==> config.mk <==
export PLATFORM = sky130hd
export DESIGN_NAME = spi_slave_ctrl_param
export DESIGN_NICKNAME = d
export VERILOG_FILES = /design/src/rtl/spi_slave_ctrl_param.sv
export SDC_FILE = /design/constraint.sdc
export NUM_CORES = 1
export LEC_CHECK = 0
export ABC_AREA = 1
export CORE_MARGIN = 10
export CORE_UTILIZATION = 39
export CTS_CLUSTER_DIAMETER = 200
export DETAILED_ROUTE_END_ITERATION = 8
export RECOVER_POWER = 50
export SYNTH_ARGS = -nofsm -noshare
export SYNTH_HDL_FRONTEND = slang
export SYNTH_SLANG_ARGS = --single-unit
==> constraint.sdc <==
create_clock -name clk -period 5.2 [get_ports clk]
set_clock_uncertainty 0.2 [all_clocks]
set_input_delay 1.04 -clock clk [delete_from_list [all_inputs] [get_ports clk]]
set_output_delay 1.04 -clock clk [all_outputs]
set_load 0.01 [all_outputs]
==> src/rtl/spi_slave_ctrl_param.sv <==
// Mode-0, LSB-first SPI slave bridging an oversampled SPI link to a synchronous single-port RAM.
// Frame: 2-bit cmd, ADDR_W-bit address, then DATA_W-bit words (single or auto-increment burst).
module spi_slave_ctrl_param #(
  parameter int DATA_W = 8,
  parameter int ADDR_W = 5
) (
  input  logic              clk,
  input  logic              rst,
  input  logic              SCK,
  input  logic              MOSI,
  input  logic              CS,
  input  logic [DATA_W-1:0] Data_in,
  output logic              MISO,
  output logic [DATA_W-1:0] Data_out,
  output logic [ADDR_W-1:0] Addr,
  output logic              WE,
  output logic              RE,
  output logic              Wrap,
  output logic              Busy
);

  localparam int HDR_BITS = ADDR_W + 2;
  localparam int MAX_BITS = (HDR_BITS > DATA_W) ? HDR_BITS : DATA_W;
  localparam int CNT_W    = $clog2(MAX_BITS + 1);

  typedef enum logic [2:0] {
    IDLE, HDR, RD_FETCH, RD_DATA, WR_DATA, WR_COMMIT, DONE
  } state_t;

  state_t            state_q, state_d;
  logic [2:0]        sck_sync_q, sck_sync_d;
  logic [1:0]        mosi_sync_q, mosi_sync_d;
  logic [2:0]        cs_sync_q, cs_sync_d;
  logic [CNT_W-1:0]  cnt_q, cnt_d;
  logic [1:0]        cmd_q, cmd_d;
  logic [ADDR_W-1:0] addr_q, addr_d;
  logic [DATA_W-1:0] shreg_q, shreg_d;
  logic [DATA_W-1:0] data_out_q, data_out_d;
  logic              miso_q, miso_d;
  logic              we_q, we_d;
  logic              re_q, re_d;
  logic              wrap_q, wrap_d;
  logic              busy_q, busy_d;

  logic sck_rise, mosi_s, cs_s, cs_fall;

  always_comb begin
    sck_sync_d  = {sck_sync_q[1:0], SCK};
    mosi_sync_d = {mosi_sync_q[0], MOSI};
    cs_sync_d   = {cs_sync_q[1:0], CS};
    sck_rise    = sck_sync_q[1] & ~sck_sync_q[2];
    mosi_s      = mosi_sync_q[1];
    cs_s        = cs_sync_q[1];
    cs_fall     = cs_sync_q[2] & ~cs_sync_q[1];

    state_d    = state_q;
    cnt_d      = cnt_q;
    cmd_d      = cmd_q;
    addr_d     = addr_q;
    shreg_d    = shreg_q;
    data_out_d = data_out_q;
    wrap_d     = wrap_q;
    we_d       = 1'b0;
    re_d       = 1'b0;

    if (cs_s) begin
      // Deselect aborts any frame; pending fetch or partial word is simply dropped.
      state_d = IDLE;
    end else begin
      case (state_q)
        IDLE: begin
          if (cs_fall) begin
            state_d = HDR;
            wrap_d  = 1'b0;
          end
        end
        HDR: begin
          if (sck_rise) begin
            cnt_d = cnt_q + CNT_W'(1);
            if (cnt_q < CNT_W'(2)) cmd_d[cnt_q[0]] = mosi_s;
            else addr_d = (addr_q >> 1) | (ADDR_W'(mosi_s) << (ADDR_W - 1));
            if (cnt_q == CNT_W'(HDR_BITS - 1)) begin
              if (cmd_d[1]) begin
                state_d = WR_DATA;
              end else begin
                state_d = RD_FETCH;
                re_d    = 1'b1;
              end
            end
          end
        end
        RD_FETCH: begin
          // Cycle 0 carries the RE pulse; RAM data is captured one cycle later.
          if (cnt_q == '0) begin
            cnt_d = CNT_W'(1);
          end else begin
            shreg_d = Data_in;
            state_d = RD_DATA;
          end
        end
        RD_DATA: begin
          if (sck_rise) begin
            cnt_d   = cnt_q + CNT_W'(1);
            shreg_d = {mosi_s, shreg_q[DATA_W-1:1]};
            if (cnt_q == CNT_W'(DATA_W - 1)) begin
              if (cmd_q[0]) begin
                addr_d  = addr_q + ADDR_W'(1);
                wrap_d  = wrap_q | (&addr_q);
                state_d = RD_FETCH;
                re_d    = 1'b1;
              end else begin
                state_d = DONE;
              end
            end
          end
        end
        WR_DATA: begin
          if (sck_rise) begin
            cnt_d   = cnt_q + CNT_W'(1);
            shreg_d = {mosi_s, shreg_q[DATA_W-1:1]};
            if (cnt_q == CNT_W'(DATA_W - 1)) begin
              state_d    = WR_COMMIT;
              data_out_d = shreg_d;
              we_d       = 1'b1;
            end
          end
        end
        WR_COMMIT: begin
          if (cmd_q[0]) begin
            addr_d  = addr_q + ADDR_W'(1);
            wrap_d  = wrap_q | (&addr_q);
            state_d = WR_DATA;
          end else begin
            state_d = DONE;
          end
        end
        DONE:    state_d = DONE;
        default: state_d = IDLE;
      endcase
    end

    if (state_d != state_q) cnt_d = '0;
    miso_d = (state_d == RD_DATA) ? shreg_d[0] : 1'b0;
    busy_d = (state_d != IDLE);
  end

  always_ff @(posedge clk) begin
    if (!rst) begin
      state_q     <= IDLE;
      sck_sync_q  <= '0;
      mosi_sync_q <= '0;
      cs_sync_q   <= '0;
      cnt_q       <= '0;
      cmd_q       <= '0;
      addr_q      <= '0;
      shreg_q     <= '0;
      data_out_q  <= '0;
      miso_q      <= 1'b0;
      we_q        <= 1'b0;
      re_q        <= 1'b0;
      wrap_q      <= 1'b0;
      busy_q      <= 1'b0;
    end else begin
      state_q     <= state_d;
      sck_sync_q  <= sck_sync_d;
      mosi_sync_q <= mosi_sync_d;
      cs_sync_q   <= cs_sync_d;
      cnt_q       <= cnt_d;
      cmd_q       <= cmd_d;
      addr_q      <= addr_d;
      shreg_q     <= shreg_d;
      data_out_q  <= data_out_d;
      miso_q      <= miso_d;
      we_q        <= we_d;
      re_q        <= re_d;
      wrap_q      <= wrap_d;
      busy_q      <= busy_d;
    end
  end

  assign MISO     = miso_q;
  assign Data_out = data_out_q;
  assign Addr     = addr_q;
  assign WE       = we_q;
  assign RE       = re_q;
  assign Wrap     = wrap_q;
  assign Busy     = busy_q;

endmodule

==> flow_summary_export.csv <==
group,metric,value,unit
synth,ys_seq_area_share,37.8,%
die,rows,27,
die,start_util,40.9,%
die,coreArea,0.00557,mm^2
route,via_count,2075,
placement,gp_congestion,0.815,
power_and_ir_drop,powerDensity,218,mW/mm^2
synth,synth_edf_count,0,
timing,setup_viol,0,
route,wl_per_cell,12.9,um
clock_tree,cts_buffers,5,
timing,hold_viol_final,0,
global_route,grt.total_usage,12.5,%
timing,slew_headroom,6.34,%
final_layout,post_route_cells_drive_above_1_share,11.0,%
power_and_ir_drop,switching_share,24.6,%
clock_tree,cts-resized-gates,0,
timing,fin_crit,3.39,ns
route,drt_wl_total,5.39,mm
route,postRouteAntennaNets,0,
final_layout,final_cells,417,
placement,io_buffers,30,
global_route,grt_max_degree,35,
timing,fin_tns_setup,0,ns
clock_tree,clock_path_buffers,2,
synth,synthArstFlopShare,0,%
flow_run,maxCapViolCount,0,
synth,netlist_area,0.00228,mm^2
worst_setup_path,worst_setup_path_start_kind,"input port",
power_and_ir_drop,ir_worst_vdd,0.115,mV
clock_tree,cts_tree,"yes",
timing,period_share,65.2,%
synth,ys_types,31,
synth,avgSynthCellArea,7.24,um^2
die,fp.dieW,96.5,um
timing,slew_viol_final,0,
worst_setup_path,crit_required,5.23,ns
final_layout,finish.utilization,48.3,%
synth,synth_nets,333,
worst_setup_path,endpoint_kind,"flop",
synth,ys_seq_elements,43,
die,dieArea,0.00930,mm^2
final_layout,areaGrowthSynthToFinish,18.1,%
outcome,status,"completed",
clock_tree,ctsHoldBuffers,0,
worst_setup_path,cp_max_fo,34,
clock_tree,post-cts-setup-buffer-count,0,
synth,ys.flop_type,"dfxtp_1",
power_and_ir_drop,pwr-share-comb,7.5,%
power_and_ir_drop,internal-power,442,uW
die,ios,31,
route,dr.first_iter.drc_count,116,
clock_tree,clkTransAtPathRegs,0.08,ns
worst_setup_path,cp_data_arrival_time,3.42,ns
hold_path,worstHoldPathType,"reg2reg",
global_route,grt_pass1_vias,1960,
global_route,grt.overflow.total,0,
route,drc,0,
clock_tree,clock_latency,0.29,ns
timing,rsz0062_at_grt,"no",
route,dr.pass1.iters,4,
power_and_ir_drop,clock_power_share,34.7,%
clock_tree,cts_num_sinks,43,
placement,placedCellCount,411,
power_and_ir_drop,p_sw,144,uW
die,fp.dieH,96.5,um
final_layout,final_nets,364,
global_route,antenna_found_initial,0,
worst_setup_path,crit_type,"in2reg",
clock_tree,htree_levels,2,
final_layout,antenna_cells,0,
worst_setup_path,r2r_slack,2.92,ns
timing,max_slew.worst_pin.slew,1.40,ns
timing,fmax,295,MHz
clock_tree,root_buffer,"clkbuf_8",
synth,yosysWarningCount,0,
placement,dp_hpwl,3.98,mm
power_and_ir_drop,p_leak,0.00119,uW
power_and_ir_drop,pwr-share-seq,57.8,%
global_route,grt_pass1_wl,9.26,mm
synth,syn_inst,315,
route,viasPerCell,4.98,
-- cells in the final DEF, fill, tap and decap left out, types with 3 or more instances in the layout --
master           Yosys  layout
a21oi_1             16      16
clkbuf_8             0       5
clkdlybuf4s50_1      0      29
dfxtp_1             43      43
ha_1                 5       5
inv_1               32      32
inv_2                4       4
nand2_1             58      59
nand2_2              7       6
nand2_4              3       3
nand3_1             33      33
nand3_2              4       4
nand4_1              3       3
nor2_1              46      46
nor2_2               5       5
nor2_4               4       4
o211a_1              6       6
o21ai_0             20      21
o21ai_1              4       3
-- power by group through the flow --
stage	logic (uW)	registers, uW	clock network (uW)
5_1_grt	49.8	340	222
4_1_cts	44.7	339	207
3_3_place_gp	44.2	347	0
3_5_place_dp	44.6	347	0
2_1_floorplan	25.8	345	0
6_report	43.8	339	203
-- critical path: stages --
cell and delay [ns]:
dlygate4sd3_1 0.52, clkbuf_1 1.02, inv_1 0.35, nor3_1 0.27
nand3_1 0.10, a21oi_1 0.12
-- state kept, by name (all words and copies together) (netlist names), 2 cells and up --
register / cells
state_q: 3
Data_out: 8
cnt_q: 4
cs_sync_q: 3
Addr: 5
sck_sync_q: 3
mosi_sync_q: 2
shreg_q: 8
cmd_q: 2
-- routing by layer --
metal	GRT usage, %	routed length [um]	vias up
met1	16.2	2460	933
met4	2.91	47	0
met5	0	0	-
met3	4.63	392	6
met2	19.2	2490	46
li1	-	-	1090
-- logic make-up after synthesis --
kind of cell	share of synthesized area (%)
AND/OR/NAND/NOR	35.7
AO/OA/AOI/OAI	14.1
buffers and inverters	8.95
flip-flops	37.8
adder cells (fa/ha/maj)	2.74
XOR/XNOR	0.769
-- path summary, 6_finish.rpt --
path,cells past startpoint,start,to
setup reg to reg,9,state_q[0],shreg_q[0]
hold / removal,2,cs_sync_q[0],cs_sync_q[1]
hold reg to reg,2,cs_sync_q[0],cs_sync_q[1]
setup / recovery,6,rst,RE
-- Yosys cell counts (2+ instances only) --
master,number,area share (%)
nor2_1,46,7.6
a21oi_1,16,3.5
xor2_1,2,0.77
inv_4,2,0.55
clkbuf_1,2,0.33
nand2_1,58,9.5
inv_1,32,5.3
nand2_4,3,1.5
nand2_2,7,1.9
nand3_2,4,1.8
nor2_2,5,1.4
o211a_1,6,2.6
o21ai_2,2,0.77
dfxtp_1,43,38
o21ai_0,20,4.4
inv_2,4,0.66
a31oi_1,2,0.55
buf_6,4,2.0
nand4_1,3,0.82
nor2_4,4,2.0
nand3_1,33,7.2
o21ai_1,4,0.88
ha_1,5,2.7
-- layout make-up --
type / instances / area, um^2
Clock buffer: 5 / 68.8
Multi-Input combinational cell: 227 / 1210
Tap cell: 72 / 90.1
Timing Repair Buffer: 31 / 304
Inverter: 38 / 148
Fill cell: 578 / 2880
Sequential cell: 43 / 861
Clock inverter: 1 / 7.51
-- per-stage QoR --
step / total power [uW] / hold WS [ns] / worst slack, ns / instance area, um^2
2_1_floorplan: 371 / 0.190 / 3.45 / 2280
3_3_place_gp: 391 / 0.197 / 2.52 / 2620
3_5_place_dp: 391 / 0.197 / 2.48 / 2620
4_1_cts: 591 / 0.216 / 2.70 / 2700
5_1_grt: 612 / 0.239 / 1.53 / 2690
6_report: 586 / 0.214 / 1.81 / 2690
Power figures use the tool's default switching activity.
==> edit (config.mk and constraints unchanged) <==
Take the reset off `addr_q`, `shreg_q` and `data_out_q` and load them in a clocked block of their own.
--- a/src/rtl/spi_slave_ctrl_param.sv
+++ b/src/rtl/spi_slave_ctrl_param.sv
@@ -154,5 +154,2 @@
       cmd_q       <= '0;
-      addr_q      <= '0;
-      shreg_q     <= '0;
-      data_out_q  <= '0;
       miso_q      <= 1'b0;
@@ -169,5 +166,2 @@
       cmd_q       <= cmd_d;
-      addr_q      <= addr_d;
-      shreg_q     <= shreg_d;
-      data_out_q  <= data_out_d;
       miso_q      <= miso_d;
@@ -178,2 +172,8 @@
     end
+  end
+
+  always_ff @(posedge clk) begin
+    addr_q     <= addr_d;
+    shreg_q    <= shreg_d;
+    data_out_q <= data_out_d;
   end
Formal check against the unedited RTL: differs if rst is asserted again (counterexample within 10 cycles, from zero or initial values and one cycle with rst low); with rst held inactive, the same outputs for 10 cycles.
==> edit against the original RTL <==
Routed wire length down 12%; setup slack better by 720 ps; final area down 3.3%; sequential power up 5.9%; area after synthesis down 6.0%; sequential cell count unchanged; power up 19%.
==> edit: results (changes against the original RTL) <==
.. list-table::
   :header-rows: 1

   * - Metric
     - Value
   * - Outcome
     - finished clean (unchanged)
   * - Hold path start
     - sck_sync_q[0] (was cs_sync_q[0])
   * - Share of the synthesized area in compound gates (AO/OA/AOI/OAI)
     - 8.11% (was 14.1%)
   * - Post-detailed-placement cell area
     - 2490 µm² (was 2620 µm²)
   * - GR Util All Layers
     - 11.4% (was 12.5%)
   * - Ranking of synthesized cells by area
     - sky130_fd_sc_hd__edfxtp_1, sky130_fd_sc_hd__dfxtp_1, sky130_fd_sc_hd__nand2_1 (was sky130_fd_sc_hd__dfxtp_1, sky130_fd_sc_hd__nand2_1, sky130_fd_sc_hd__nor2_1)
   * - Net Switching
     - 0.000138 W (was 0.000144 W)
   * - Adder-Cell Fraction of Synth Area
     - 2.92% (was 2.74%)
   * - End point of the most critical hold path
     - sck_sync_q[1] (was cs_sync_q[1])
   * - Number of filler instances in the final layout
     - 514 (was 578)
   * - Most frequent cells after synthesis
     - sky130_fd_sc_hd__nand2_1, sky130_fd_sc_hd__nor2_1, sky130_fd_sc_hd__nand3_1 (was sky130_fd_sc_hd__nand2_1, sky130_fd_sc_hd__nor2_1, sky130_fd_sc_hd__dfxtp_1)
   * - Count of routing violations after the opening detailed-route iteration
     - 171 (was 116)
   * - Pin count of the biggest net entering global routing
     - 15 (was 35)
   * - Detailed-route vias per instance
     - 4.77 (was 4.98)
   * - Worst path arrival time
     - 2460 ps (was 3420 ps)
   * - Launching element of the worst setup path
     - state_q[0] (was rst)
   * - Cell Count, Final, Fillers Out
     - 360 (was 417)
   * - Number of nets in the layout
     - 307 (was 364)
   * - Worst hold slack
     - 214 ps (about the same)
   * - Routed wire length
     - 4.73 mm (was 5.39 mm)
   * - Leakage power figure
     - 1.09 nW (was 1.19 nW)
   * - Largest stage delay, worst path
     - 830 ps (was 1020 ps)
   * - Worst Reg2Reg Path Length in Cells
     - 7 (was 9)
   * - FF-to-FF setup slack
     - 2530 ps (was 2920 ps)
   * - Total nets after synthesis
     - 277 (was 333)
   * - Layout cell share with drive strength beyond 1
     - 7.93% (was 11.0%)
   * - Number of enable flip-flop cells after synthesis
     - 20 (was 0)
   * - Cells after synthesis
     - 259 (was 315)
   * - Share of synthesized area occupied by flip-flops and latches
     - 49.5% (was 37.8%)
   * - Fraction of synthesized cell area in xor and xnor cells
     - 1.23% (was 0.768%)
## edit: cell count changes in the layout (fill, tap and decap cells not counted), sizes merged, moves of 13 or more
cell / before / now
o21ai: 26 / 13
dfxtp: 43 / 23
edfxtp: 0 / 20
nor2: 56 / 35
## edit: power groups by stage
stage               clock [W]  sequential, W  combinational [W]
detailed placement          0       0.000367          0.0000316
global route         0.000327       0.000360          0.0000347
finish               0.000309       0.000359          0.0000306
CTS                  0.000312       0.000359          0.0000320
floorplan                   0       0.000366          0.0000180
global placement            0       0.000367          0.0000317
## edit: routing by layer
layer	track usage [%]	share of wire (%)
met1	15.4	50
met2	16.7	41
met3	3.04	6.0
met4	5.06	2.1
met5	0	0
## edit: through the flow
stage	util [%]	worst slack (ps)	total power (W)
6_report	50.0	2530	0.000699
5_1_grt	50.0	2320	0.000722
4_1_cts	50.4	2670	0.000703
3_5_place_dp	47.8	2560	0.000399
3_3_place_gp	47.8	2650	0.000399
2_1_floorplan	-	3320	0.000384
## edit: worst reg2reg max path, stage by stage (launching register included)
cell                      delay [ps]
sky130_fd_sc_hd__dfxtp_1         390
sky130_fd_sc_hd__inv_1           150
sky130_fd_sc_hd__nand2_2          50
sky130_fd_sc_hd__nor2_1          830
sky130_fd_sc_hd__o21ai_0         290
sky130_fd_sc_hd__nor2_1          140
sky130_fd_sc_hd__nand2_1          90
sky130_fd_sc_hd__inv_1           230
## edit: layout make-up
type,count,share of cell area [%]
clock inverter,3,2.60
multi-input combinational,174,34.0
timing repair buffer,30,11.5
tap,70,3.37
clock buffer,5,2.64
sequential,43,40.8
inverter,35,5.05
